<file path="config.mk">
export PLATFORM = sky130hd
export DESIGN_NAME = ysyx_24100005_ifu
export DESIGN_NICKNAME = d
export VERILOG_FILES = /design/src/rtl/ysyx_24100005_pkg.sv /design/src/rtl/ysyx_24100005_pc_reg.sv /design/src/rtl/ysyx_24100005_ifu.sv
export SDC_FILE = /design/constraint.sdc
export NUM_CORES = 1
export LEC_CHECK = 0
export CORE_UTILIZATION = 32
export DETAILED_ROUTE_END_ITERATION = 12
export GPL_TIMING_DRIVEN = 0
export PLACE_DENSITY_LB_ADDON = 0.08
export SKIP_LAST_GASP = 1
export SLEW_MARGIN = 10
export SYNTH_ARGS = -nofsm -noshare
export SYNTH_HDL_FRONTEND = slang
export SYNTH_HIERARCHICAL = 1
export SYNTH_SLANG_ARGS = --single-unit
export TNS_END_PERCENT = 10
</file>
<file path="constraint.sdc">
create_clock -name clk -period 2 [get_ports clk]
set_clock_uncertainty 0.15 [all_clocks]
set_input_delay 0.4 -clock clk [delete_from_list [all_inputs] [get_ports clk]]
set_output_delay 0.4 -clock clk [all_outputs]
set_load 0.02 [all_outputs]
</file>
<file path="src/rtl/ysyx_24100005_pkg.sv">
`default_nettype none
// ============================================================================
//  Module      : ysyx_24100005_pkg
//  Description : Shared types and constants for the NPC instruction fetch
//                unit: fetch FSM state encoding, instruction width, reset PC
//                and the NOP word shown while no instruction is valid.
//  Revision    : 1.0 - initial release
// ============================================================================
package ysyx_24100005_pkg;

  localparam int INST_W = 32;

  localparam logic [INST_W-1:0] RESET_PC = 32'h8000_0000;
  localparam logic [INST_W-1:0] NOP_INST = 32'h0000_0013;

  typedef enum logic [1:0] {
    IDLE = 2'd0,
    REQ  = 2'd1,
    WAIT = 2'd2,
    HOLD = 2'd3
  } ifu_state_e;

endpackage : ysyx_24100005_pkg
`default_nettype wire

</file>
<file path="src/rtl/ysyx_24100005_pc_reg.sv">
`default_nettype none
// ============================================================================
//  Module      : ysyx_24100005_pc_reg
//  Description : Architectural PC register. A redirect always wins over the
//                sequential +4 step; the adder wraps at 32 bits.
//  Ports       : clk            - clock, rising edge
//                rst            - synchronous reset, active low
//                redirect_valid - load redirect_pc this cycle
//                redirect_pc    - redirect target
//                advance        - step to pc + 4 this cycle
//                pc             - current PC
//  Revision    : 1.0 - initial release
// ============================================================================
module ysyx_24100005_pc_reg
  import ysyx_24100005_pkg::*;
#(
  parameter logic [INST_W-1:0] RESET_VAL = RESET_PC
) (
  input  logic              clk,
  input  logic              rst,
  input  logic              redirect_valid,
  input  logic [INST_W-1:0] redirect_pc,
  input  logic              advance,
  output logic [INST_W-1:0] pc
);

  always_ff @(posedge clk) begin
    if (!rst) begin
      pc <= RESET_VAL;
    end else if (redirect_valid) begin
      pc <= redirect_pc;
    end else if (advance) begin
      pc <= pc + INST_W'(4);
    end
  end

endmodule : ysyx_24100005_pc_reg
`default_nettype wire

</file>
<file path="src/rtl/ysyx_24100005_ifu.sv">
`default_nettype none
// ============================================================================
//  Module      : ysyx_24100005_ifu
//  Description : Instruction fetch unit. Owns the PC, issues one word fetch
//                at a time on a request/response port, presents the result
//                with its PC through a valid/ready handshake and accepts
//                redirects at any time, discarding fetches they make stale.
//  Ports       : clk, rst          - clock / synchronous active-low reset
//                req_valid/ready   - fetch request handshake
//                req_addr          - fetch address (word aligned)
//                rsp_valid/data    - fetch response
//                out_valid/ready   - downstream instruction handshake
//                out_inst/out_pc   - instruction and its PC
//                redirect_valid/pc - PC redirect pulse and target
//                out_fault         - misaligned-target flag (option only)
//  Options     : YSYX_24100005_IFU_MISALIGN_CHK_EN - when defined, a
//                misaligned redirect target is reported on out_fault instead
//                of being fetched; otherwise the target's low bits are
//                forced to zero and out_fault does not exist.
//  Revision    : 1.0 - initial release
// ============================================================================
module ysyx_24100005_ifu #(
  parameter logic [ysyx_24100005_pkg::INST_W-1:0] RESET_PC = ysyx_24100005_pkg::RESET_PC,
  parameter logic [ysyx_24100005_pkg::INST_W-1:0] NOP_INST = ysyx_24100005_pkg::NOP_INST
) (
  input  logic                                  clk,
  input  logic                                  rst,
  output logic                                  req_valid,
  input  logic                                  req_ready,
  output logic [ysyx_24100005_pkg::INST_W-1:0]  req_addr,
  input  logic                                  rsp_valid,
  input  logic [ysyx_24100005_pkg::INST_W-1:0]  rsp_data,
  output logic                                  out_valid,
  input  logic                                  out_ready,
  output logic [ysyx_24100005_pkg::INST_W-1:0]  out_inst,
  output logic [ysyx_24100005_pkg::INST_W-1:0]  out_pc,
  input  logic                                  redirect_valid,
`ifdef YSYX_24100005_IFU_MISALIGN_CHK_EN
  output logic                                  out_fault,
`endif
  input  logic [ysyx_24100005_pkg::INST_W-1:0]  redirect_pc
);

  import ysyx_24100005_pkg::*;

  ifu_state_e        state, state_next;
  logic              drop, drop_next;
  logic [INST_W-1:0] inst_q, inst_next;
  logic [INST_W-1:0] opc_q, opc_next;
  logic [INST_W-1:0] pc;
  logic [INST_W-1:0] target;
  logic              advance;
  logic              fault, fault_next;

`ifdef YSYX_24100005_IFU_MISALIGN_CHK_EN
  logic misalign;
  assign misalign = redirect_valid && (redirect_pc[1:0] != 2'b00);
  assign target   = redirect_pc;
`else
  logic unused_redirect_lsb;
  assign unused_redirect_lsb = ^redirect_pc[1:0];
  assign target              = {redirect_pc[INST_W-1:2], 2'b00};
`endif

  // A faulted HOLD parks the PC until the next redirect.
  assign advance = (state == HOLD) && out_ready && !fault;

  ysyx_24100005_pc_reg #(
    .RESET_VAL (RESET_PC)
  ) u_pc_reg (
    .clk            (clk),
    .rst            (rst),
    .redirect_valid (redirect_valid),
    .redirect_pc    (target),
    .advance        (advance),
    .pc             (pc)
  );

  always_comb begin
    state_next = state;
    drop_next  = drop;
    inst_next  = inst_q;
    opc_next   = opc_q;
    fault_next = fault;
    case (state)
      IDLE: state_next = REQ;
      REQ: begin
        if (req_ready) begin
          state_next = WAIT;
          // The accepted request carries the old address: its data is stale.
          if (redirect_valid) drop_next = 1'b1;
        end
      end
      WAIT: begin
        if (rsp_valid) begin
          if (drop || redirect_valid) begin
            drop_next  = 1'b0;
            state_next = REQ;
          end else begin
            inst_next  = rsp_data;
            opc_next   = pc;
            state_next = HOLD;
          end
        end else if (redirect_valid) begin
          drop_next = 1'b1;
        end
      end
      HOLD: begin
        if (redirect_valid || (out_ready && !fault)) begin
          state_next = REQ;
          inst_next  = NOP_INST;
          fault_next = 1'b0;
        end
      end
      default: state_next = IDLE;
    endcase
`ifdef YSYX_24100005_IFU_MISALIGN_CHK_EN
    // Misaligned target: report it directly, never fetch it. Any response
    // still in flight lands outside WAIT and is ignored, so drop is cleared.
    if (misalign) begin
      state_next = HOLD;
      drop_next  = 1'b0;
      inst_next  = NOP_INST;
      opc_next   = target;
      fault_next = 1'b1;
    end
`endif
  end

  always_ff @(posedge clk) begin
    if (!rst) begin
      state  <= IDLE;
      drop   <= 1'b0;
      inst_q <= NOP_INST;
      opc_q  <= '0;
      fault  <= 1'b0;
    end else begin
      state  <= state_next;
      drop   <= drop_next;
      inst_q <= inst_next;
      opc_q  <= opc_next;
      fault  <= fault_next;
    end
  end

  assign req_valid = (state == REQ);
  assign req_addr  = pc;
  assign out_valid = (state == HOLD);
  assign out_inst  = inst_q;
  assign out_pc    = opc_q;
`ifdef YSYX_24100005_IFU_MISALIGN_CHK_EN
  assign out_fault = fault;
`endif

endmodule : ysyx_24100005_ifu
`default_nettype wire

</file>
After elaboration in Yosys (flattened, before gate mapping)
Cells that the tools add are included.
{ "word_totals": {"output_inout_bits": 98, "regBits": 99, "in_bits": 70} }
{ "classes": {"bitwise": 2, "n_eq_ne": 8, "reduce_logical": 12, "muxes": 16, "addsub": 1} }
{ "ops": {"columns": ["cell", "count"], "rows": [
  ["$mux W32", 5],
  ["$pmux W32 S2", 1],
  ["$add A32 B3 Y32 const B", 1],
  ["$reduce_and A3 Y1", 3],
  ["$mux W2", 4],
  ["$pmux W2 S4", 1],
  ["$reduce_bool A2 Y1", 3],
  ["$eq A2 B2 Y1 const B", 2],
  ["$mux W1", 4],
  ["$ne A2 B1 Y1 const B", 2],
  ["$ne A2 B2 Y1 const B", 2],
  ["$reduce_and A4 Y1", 1],
  ["$ne A3 B3 Y1 const B", 1],
  ["$eq A2 B1 Y1 const B", 1],
  ["$logic_not A2 Y1", 1],
  ["$logic_or A1 B1 Y1", 2],
  ["$not A1 Y1", 2],
  ["$pmux W1 S2", 1],
  ["$reduce_or A2 Y1", 1],
  ["$logic_and A1 B1 Y1", 1]
]} }

Longest topological paths before layout
Gate-level depths: netlist of run 1.
{ "depth": {"depth_word": 4, "mapped_depth": 8} }

By module
Netlist of run 1, hierarchy kept.
{ "by_module_without_submodules": {"columns": ["module", "cells_per_inst", "area_each_um2", "instances"], "rows": [
  ["ysyx_24100005_ifu", 255, 2434.8, 1],
  ["ysyx_24100005_pc_reg", 209, 1710.4, 1]
]} }

Worst setup path after synthesis of run 1
Ideal clock, no wire load.
{ "synth_path": {"path_type": "register to register", "startpoint": "register state[0]", "endpoint": "register u_pc_reg.pc[22]", "path_buffers": 0, "arrival_time_ps": 2122, "setup_slack_ps": -342, "synth_period_minus_slack_ps": 2342, "path_stages_with_launch": 8, "setup_ps": 70, "required_ps": 1780, "path_cell_list": "dfxtp_1 ha_1 and2_1 nand4_4 nor4_4 nand4_1 xor2_1 a21oi_1"} }
{ "synth_between": {"elab_chain_len": 3} }
{ "synth_lines": {"columns": ["item", "line", "text"], "rows": [
  ["start: declaration", "ysyx_24100005_ifu.sv:46", "ifu_state_e state, state_next;"],
  ["start signal: assignment", "ysyx_24100005_ifu.sv:138", "state <= state_next;"],
  ["$eq A2 B2 Y1", null, null],
  ["net out_valid", "ysyx_24100005_ifu.sv:33", "output logic out_valid,"],
  ["$logic_and A1 B1 Y1", "ysyx_24100005_ifu.sv:66", "assign advance = (state == HOLD) && out_ready && !fault;"],
  ["net advance", "ysyx_24100005_ifu.sv:52", "logic advance;"],
  ["$reduce_bool A2 Y1 (no source line)", null, null],
  ["end signal: assignment", "ysyx_24100005_pc_reg.sv:31", "pc <= redirect_pc;"],
  ["end signal: assignment", "ysyx_24100005_pc_reg.sv:33", "pc <= pc + INST_W'(4);"],
  ["end: declaration", "ysyx_24100005_pc_reg.sv:24", "output logic [INST_W-1:0] pc"]
]} }
The timed path passes the listed nets, and every way through them passes these cells.
A chain may end at the register's enable or synchronous reset.

Worst setup path in the final report of run 1
{ "layout_path": {"startpoint": "register u_pc_reg.pc[4]", "endpoint": "output req_addr[4] (netlist name)"} }
{ "layout_rtl": {"columns": ["item", "line", "text"], "rows": [
  ["end: declaration", "ysyx_24100005_ifu.sv:30", "output logic [ysyx_24100005_pkg::INST_W-1:0] req_addr,"]
]} }
No word-level cell between the ends.

==> summary.md, run 1 <==
| Metric | Value |
|---|---|
| Status | complete, but fails checks |
| Failing checks | setup timing |
| Required @ worst endpoint | between 1 and 1.5 ns |
| Post-Syn Instances | between 400 and 500 |
| Gr ovfl total | 0 |
| Actual slew at the worst max-slew pin | 0.547 ns |
| Worst R2R Start | state[0] |
| Arrival @ worst endpoint | 1.50 ns |
| Detail Route Antenna Nets | 0 |
| Vias in the first global route | 3,891 |
| Initial antenna violation count | 0 |
| Final Hold Viols | 0 |
| Routed WL | 12.6 mm |
| Max Clk Rate | 488 MHz |
| Mapped Area | 0.00415 sq mm |
| Ant. Diodes | 0 |
| Worst Path Buf+Inv | 1 |
| Post-synth EDFFs | 0 |
| Via density per instance | 4.93 |
| Most numerous cell in the Yosys netlist | dfxtp_1 |
| CP Depth | 1 |
| Synthesis Warnings | 6 |
| Area grow syn2layout | 54.9% |
| # port buffers | 165 |
| NumNets Final | 724 |
| First-pass GRT wire length | 19.8 mm |
| Max Cap Viol | 0 |
| Post-synthesis sequential area ratio | 0.478 |
| Final WS setup | -0.0491 ns |
| Setup tns final | -0.138 ns |
| DRT iter0 DRCs | 145 |
| Placed wire-length estimate | approximately 9.3 mm |
| Worst slack, placed | -0.743 ns |
| Asr flop ratio synth | 0 |
| Synth top area share | 0.478 |
| DRT Pass-1 Iters | 4 |
| # IOs | 168 |
| Htree depth | 3 |
| PwrDens | 699 mW/mm^2 |
| Top cell type by total area after synthesis | dfxtp_1 |
| Utilization after layout | 0.509 |
| Worst-path cell chain | clkdlybuf4s50_1 |
| Critical path's largest stage delay | about 0.67 ns |
| Final setup fails | 6 |
| Worst-skew pair later-pin latency | 0.34 ns |
| Synth Flop Type | dfxtp_1 |
| Syn Area/Cell | 8.93 sq um |
| Worst setup path end | req_addr[4] |
| Synth top cells by count | dfxtp_1, nand2_1, a21oi_1 |
| Fin. max-slew vios | 0 |
| Fin crit period | 2.05 ns |
| P_leak | 0.00229 uW |
| Die W | 116 microns |
| CP Launch Point | u_pc_reg/pc[4] |
| Relative slew slack | 0.635 |
| R2r endpoint | u_pc_reg/pc[24] |
| Synth top area cells | dfxtp_1, a21oi_1, a32o_1 |
| Die area | 0.0134 sq mm |
| FP Rows | 41 |
| Flop-to-flop setup slack | 0 ns |
| Crit-path slowest cell | clkdlybuf4s50_1 |
| Synth Register Bits | 99 |
| Core Area | 0.0126 sq mm |
| Worst setup EP type | primary output |
| CP Max Fanout | 6 |
| Hold-fix buffers, CTS | 0 |
| Overall Global Routing Usage | 0.193 |
| Clock Path Buffers | 2 |
| Share of cells above drive strength 1 | 0.0949 |
| DRC violation count after routing | 0 |
| Vias | 4,069 |
| Worst-path clk slew | 0.07 ns |
| Cell variety after synth | 45 |
| Clock sinks | 99 |
| VDD IR max | ~0.35 mV |
| WL per Instance | 15.3 microns |
| Family with the most delay on the worst path | buffers and inverters |
| Critical setup path kind | reg -> out |
| Reg2reg path depth | 8 |
| Worst Setup Start Kind | flip-flop |
| RSZ-0062 raised after global routing | true |
| Final Cycle Share | 1.02 |
| Pin count of the biggest net entering global routing | 16 |
| CTS tree | done |
| Root buffer cell | clkbuf_16 |
| Vert. Die Dim | 116 microns |
| Fin Hold WS | around 0.30 ns |
| Num CTS Buffers | 9 |
| Worst Hold Class | reg -> reg |
| Initial core utilization | 0.328 |
| GP Congestion | 0.766 |
==> area by class of cell <==
| cell class | count | area [sq um] |
|---|---|---|
| clock inverter | 2 | 37.5 |
| fill | 1251 | 6200 |
| tap | 172 | 215 |
| timing repair buffer | 173 | 1720 |
| multi-input combinational | 319 | 1960 |
| sequential | 99 | 1990 |
| inverter | 13 | 48.8 |
| buffer | 34 | 200 |
| clock buffer | 13 | 250 |
==> logic make-up (layout without fill, tap and decap cells) <==
kind of cell,count (synthesis),in the layout,share of synthesized area
and+or+nand+nor,156,156,0.185
AOI/OAI and AO/OA,126,126,0.199
DFF,99,99,0.478
buffers and inverters,47,235,0.0564
xor gates and xnor gates,26,26,0.0549
adders and majority gates,5,5,0.0151
muxes,4,4,0.00996
other,1,2,0.000905
==> layer usage <==
layer | track usage | wire [microns] | vias up
met1 | 0.246 | 5690 | 1909
met4 | 0.0880 | 199 | 0
li1 | - | - | 2019
met3 | 0.0455 | 812 | 13
met5 | 0 | 0 | -
met2 | 0.310 | 5910 | 128
==> worst min path at each step <==
stage | end | depth (start not counted) | start
floorplan | drop | 2 | drop
global placement | out_inst[0] | 2 | out_inst[0]
detailed placement | out_inst[4] | 2 | out_inst[4]
CTS | out_inst[4] | 2 | out_inst[4]
global route | out_inst[0] | 2 | out_inst[0]
finish | out_inst[4] | 2 | out_inst[4]
==> state kept, by name (all words and copies together), names as in the netlist <==
register	cells
drop	1
out_inst	32
out_pc	32
state	2
u_pc_reg/pc	32
==> cell usage in the layout (no fill, tap or decap), drive strengths merged, types with 5 or more instances in the layout <==
| master | count |
|---|---|
| nor2 | 24 |
| ha | 5 |
| xor2 | 16 |
| nand2 | 77 |
| nand3 | 9 |
| a32o | 29 |
| nor4 | 5 |
| buf | 21 |
| inv | 13 |
| and4 | 5 |
| a21oi | 62 |
| clkbuf | 33 |
| nand4 | 14 |
| clkdlybuf4s50 | 162 |
| and3 | 5 |
| dfxtp | 99 |
| o21ai | 24 |
| xnor2 | 10 |
==> report_power, final <==
| group | internal [uW] | switching, uW | total, uW | leakage, uW |
|---|---|---|---|---|
| sequential | 2040 | 89.5 | 2130 | 0.000809 |
| clock | 999 | 721 | 1720 | 0.000136 |
| combinational | 333 | 303 | 636 | 0.00135 |
==> stage by stage <==
step	area (sq um)	total power, uW	cells
after floorplan	4170	2460	465
after global placement	6040	2790	802
after detailed placement	6040	2800	802
after CTS	6360	4540	822
after global routing	6420	4680	825
final	6420	4490	825
==> what timing repair did <==
| action | in CTS | in global routing |
|---|---|---|
| cloned | 1 | 0 |
| endpoints found under the setup margin | 95 | 104 |
| pin swaps | 3 | 6 |
| resized for setup | 6 | 24 |
| setup buffers | 4 | 3 |
Power figures use the tool's default switching activity.
==> run 2, diff against run 1 <==
HOLD_SLACK_MARGIN = 0.15   (was default)
==> results of run 2 <==
Same layout as run 1: the final DEF is identical, and so are final timing and power.
